--- config.mk ---
export PLATFORM = sky130hd
export DESIGN_NAME = game_countdown_timer
export DESIGN_NICKNAME = d
export VERILOG_FILES = /design/src/rtl/game_countdown_timer.sv
export SDC_FILE = /design/constraint.sdc
export NUM_CORES = 1
export LEC_CHECK = 0
export BUFFER_PORTS_ARGS = -buffer_cell sky130_fd_sc_hd__buf_4
export CORE_MARGIN = 10
export CORE_UTILIZATION = 67
export CTS_BUF_LIST = sky130_fd_sc_hd__clkbuf_4
export CTS_CLUSTER_SIZE = 12
export DETAILED_ROUTE_END_ITERATION = 12
export PLACE_DENSITY_LB_ADDON = 0.3
export SYNTH_ARGS = -nofsm -noshare
export SYNTH_HDL_FRONTEND = slang
export SYNTH_SLANG_ARGS = --single-unit
--- constraint.sdc ---
create_clock -name clk -period 5.05 [get_ports clk]
set_input_delay 1.2625 -clock clk [delete_from_list [all_inputs] [get_ports clk]]
set_output_delay 1.2625 -clock clk [all_outputs]
set_load 0.05 [all_outputs]
--- src/rtl/game_countdown_timer.sv ---
// Two-digit BCD seconds countdown for one game round.
// Drives the tens/ones seven-segment decoders and pulses timeout_o when the count hits 00.
module game_countdown_timer #(
   parameter int TICK_CYCLES = 50000000,
   parameter int START_TENS  = 9,
   parameter int START_ONES  = 9
) (
   input  logic       clk,
   input  logic       rst,
   input  logic       start_i,
   input  logic       hold_i,
   output logic [3:0] tens_out,
   output logic [3:0] ones_out,
   output logic       running_o,
   output logic       timeout_o
);

   localparam int PW = (TICK_CYCLES > 2) ? $clog2(TICK_CYCLES) : 1;
   localparam logic [PW-1:0] PRESC_LAST = PW'(TICK_CYCLES - 1);
   localparam logic [3:0] LOAD_TENS = 4'(START_TENS);
   localparam logic [3:0] LOAD_ONES = 4'(START_ONES);
   localparam bit ZERO_START = (START_TENS == 0) && (START_ONES == 0);

   typedef enum logic [1:0] {
      ST_IDLE = 2'd0,
      ST_RUN  = 2'd1,
      ST_DONE = 2'd2
   } state_t;

   state_t        state_q, state_d;
   logic [PW-1:0] presc_q, presc_d;
   logic [3:0]    tens_q, tens_d;
   logic [3:0]    ones_q, ones_d;
   logic          running_q, running_d;
   logic          timeout_q, timeout_d;
   logic          tick;
   logic          last_second;

   assign tick        = (state_q == ST_RUN) && !start_i && !hold_i && (presc_q == PRESC_LAST);
   assign last_second = (tens_q == 4'd0) && (ones_q == 4'd1);

   always_ff @(posedge clk or posedge rst) begin
      if (rst) begin
         state_q   <= ST_IDLE;
         presc_q   <= '0;
         tens_q    <= LOAD_TENS;
         ones_q    <= LOAD_ONES;
         running_q <= 1'b0;
         timeout_q <= 1'b0;
      end else begin
         state_q   <= state_d;
         presc_q   <= presc_d;
         tens_q    <= tens_d;
         ones_q    <= ones_d;
         running_q <= running_d;
         timeout_q <= timeout_d;
      end
   end

   always_comb begin
      state_d = state_q;
      case (state_q)
         ST_IDLE, ST_DONE: begin
            if (start_i) state_d = ZERO_START ? ST_DONE : ST_RUN;
         end
         ST_RUN: begin
            if (start_i)                   state_d = ST_RUN;
            else if (tick && last_second)  state_d = ST_DONE;
         end
         default: state_d = ST_IDLE;
      endcase
   end

   // Restart wins over a coincident tick and over hold; tick already excludes both.
   always_comb begin
      presc_d = presc_q;
      tens_d  = tens_q;
      ones_d  = ones_q;
      if (start_i) begin
         presc_d = '0;
         tens_d  = LOAD_TENS;
         ones_d  = LOAD_ONES;
      end else if (state_q == ST_RUN && !hold_i) begin
         if (tick) begin
            presc_d = '0;
            if (ones_q != 4'd0) begin
               ones_d = ones_q - 4'd1;
            end else begin
               ones_d = 4'd9;
               tens_d = tens_q - 4'd1;
            end
         end else begin
            presc_d = presc_q + PW'(1);
         end
      end
   end

   always_comb begin
      running_d = (state_d == ST_RUN);
      timeout_d = (state_d == ST_DONE) && ((state_q != ST_DONE) || start_i);
   end

   assign tens_out  = tens_q;
   assign ones_out  = ones_q;
   assign running_o = running_q;
   assign timeout_o = timeout_q;

endmodule

==> summary.md <==
| Metric | Value |
|---|---|
| Post-route setup slack | 1.921 ns |
| Max Freq | 0.3196 GHz |
| WP data arrival | 3.37 ns |
| Dpl hpwl | 3186 µm |
| Buffers added on ports | 13 |
| CP Data Required Time | 5.29 ns |
| Clk_skew | 0.005908 ns |
| Most common flop cell mapped by yosys | dfrtp_1 |
| Pin count of the biggest net entering global routing | 39 |
| Global-route wire length before repair | 8086 µm |
| Row cnt | 20 |
| Die Wd | 75.39 µm |
| Number of H-tree levels | 2 |
| Placed cells | 256 |
| Min-delay worst type | reg2reg |
| Num ports | 14 |
| Worst-Skew Late Latency | 0.34 ns |
| Final wirelength | 4483 µm |
| Power Density | 247.9 nW/µm² |
| Via/cell ratio | 6.394 |
| Starting DRT DRC Count | 142 |
| Syn avg cell area | 9.651 µm² |
| Routed length per instance | 16.98 µm |
| Critical Path Sink Type | flop |
| Worst vdd ir | 0.0001944 V |
| Clock transition at path regs | 0.11 ns |
| Syn Nets | 222 |
| Clk sinks | 38 |
| Vias in the first global route | 1694 |
| Worst-Margin Slew | 1.010 ns |
| Setup violators final | 0 |
| Post-synth ARST share | 1.000 |
| Yosys reg bits | 38 |
| Final Hold Viols | 0 |
| Number of synthesized flops with an enable pin | 0 |
| CP max-delay cell | nor4b_2 |
| Period utilization | 0.6195 |
| Global Route Usage Sum | 0.1822 |
| Post-cts resize count | 0 |
| Crit path kind | in2reg |
| Sequential element share of the synthesized area | 0.4650 |
| Area Overhead vs Synth | 8.643% |
| Minimum clock period | 3.129 ns |
| Hold buffers post-CTS | 0 |
| Post-route ant nets | 0 |
| Setup repair after global routing missed its margin | false |
| Max Cap Viol | 0 |
| Initial Util | 0.6846 |
| Mapped cell area | 2056 µm² |
| FILL cells | 222 |
| Post-CTS Setup Bufs | 0 |
| Non-Filler Instances | 264 |
| Status | complete, no violations |
| Total power | 553.6 µW |
| Syn Inst Count | 213 |
| Die Area | 5684 µm² |
| Layout cell share with drive strength beyond 1 | 0.1472 |
| Netlist cell types | 47 |
| CTS Buf Count | 5 |
| Clock Tree Buf Depth | 2 |
| Antenna cells | 0 |
| Slew margin rel. | 0.3203 |
| Slew Limit Fails | 0 |
| Drt first pass iters | 4 |
| Root Driver | clkbuf_4 |
| CTS tree | done |
| Global route total overflow | 0 |
| DIE HEIGHT | 75.39 µm |
| Worst Path Max Fanout | 10 |
| LEAKAGE | 0.9446 nW |
| Crit-path cells | buf_4 > nor4b_2 > nand4_1 > o21ai_1 > o21ai_0 > a32o_1 |
| Setup TNS | 0 ns |
| Via count | 1688 |
| Core Area | 3003 µm² |
| Initial antenna violation count | 0 |
| Yosys Warn Count | 0 |
| Startpoint Class | input port |
| GP Congestion | 0.8472 |
| Crit-path max cell delay | 0.76 ns |
| Pre-CTS WS | 1.607 ns |
| Nets@finish | 239 |
| # DRC | 0 |
==> power by group <==
| group | total [mW] | switching (mW) | internal (mW) |
|---|---|---|---|
| Sequential | 0.323 | 0.00893 | 0.314 |
| Combinational | 0.0755 | 0.0512 | 0.0242 |
| Clock | 0.156 | 0.0979 | 0.0577 |
==> Yosys cell counts (3+ instances only) <==
cell,count,area [µm²]
nand3_1,16,80.08
dfstp_2,4,105.1
xnor2_1,5,43.79
and3_1,5,31.28
a31oi_1,6,37.54
nor3b_1,3,22.52
nor4_1,3,18.77
a21oi_1,4,20.02
nand4_1,9,56.30
nand2_1,18,67.56
buf_2,3,15.01
dfrtp_1,34,850.8
xor2_1,15,131.4
inv_1,9,33.78
nor2_1,27,101.4
nor4b_1,4,35.03
o21ai_0,7,35.03
ha_1,5,62.56
==> critical path, delay by kind of cell <==
family	cells	cell delay, ns
AOI/OAI and AO/OA	3	0.93
buffers and inverters	1	0.14
and+or+nand+nor	2	1.03
==> per-layer routing <==
layer,track usage,vias up,share of wire
met1,0.2230,824,0.42
met2,0.2975,52,0.50
met5,0,-,0
met3,0.05078,8,0.064
met4,0.07010,0,0.013
li1,-,804,-
==> final timing paths <==
kind	start	endpoint	slack [ns]	cells after the start
max in group asynchronous	rst	ones_out[3]	3.69	3
max	start_i	ones_out[2]	1.92	6
min reg2reg	presc_q[24]	presc_q[24]	0.52	1
max reg2reg	presc_q[0]	tens_out[3]	2.50	6
min in group asynchronous	rst	ones_out[1]	1.00	3
min	presc_q[24]	presc_q[24]	0.52	1
==> stage by stage <==
step | hold WS, ns | cell area (µm²) | util
after global placement | 0.5011 | 2180 | 0.7258
after floorplan | 0.4683 | 2056 | -
after global routing | 0.5461 | 2233 | 0.7438
after detailed placement | 0.5040 | 2180 | 0.7258
final | 0.5217 | 2233 | 0.7438
after CTS | 0.5197 | 2233 | 0.7438
==> flip-flops by register name, indices dropped and copies added, names as in the netlist <==
signal     flops
ones_out       4
running_o      1
tens_out       4
state_q        2
presc_q       26
timeout_o      1
==> area by class of cell <==
class | instances | area [µm²] | share of cell area
Inverter | 10 | 37.54 | 0.01681
Multi-Input combinational cell | 160 | 1032 | 0.4622
Timing Repair Buffer | 15 | 112.6 | 0.05042
Clock inverter | 2 | 8.758 | 0.003922
Clock buffer | 6 | 45.04 | 0.02017
Sequential cell | 38 | 955.9 | 0.4280
Tap cell | 33 | 41.29 | 0.01849
==> cell families after synthesis <==
kind of cell,count (synthesis),share of synthesized area
AND/OR/NAND/NOR,101,0.2708
flip-flops,38,0.4650
AO/OA/AOI/OAI,33,0.1108
XOR/XNOR,20,0.08521
buffers and inverters,15,0.03286
adder cells (fa/ha/maj),5,0.03043
multiplexers,1,0.004869
==> cell usage in the layout (no fill, tap or decap), types with 2 or more instances in the layout <==
| cell | n |
|---|---|
| nor4_1 | 3 |
| xnor2_1 | 5 |
| clkbuf_4 | 6 |
| nor2b_1 | 2 |
| a32o_1 | 2 |
| ha_1 | 5 |
| a31oi_1 | 6 |
| a21o_1 | 2 |
| dfrtp_1 | 34 |
| xor2_1 | 15 |
| nand4_1 | 9 |
| nand2_1 | 18 |
| nor2_1 | 27 |
| nor3_1 | 2 |
| nor3b_1 | 3 |
| nor4bb_1 | 2 |
| and3_1 | 5 |
| buf_4 | 15 |
| inv_1 | 9 |
| o21a_1 | 2 |
| nor4b_1 | 4 |
| o21ai_0 | 7 |
| clkinv_1 | 2 |
| a21oi_1 | 4 |
| dfstp_2 | 4 |
| nand3_1 | 16 |
| a22oi_1 | 2 |
Power figures use the tool's default switching activity.
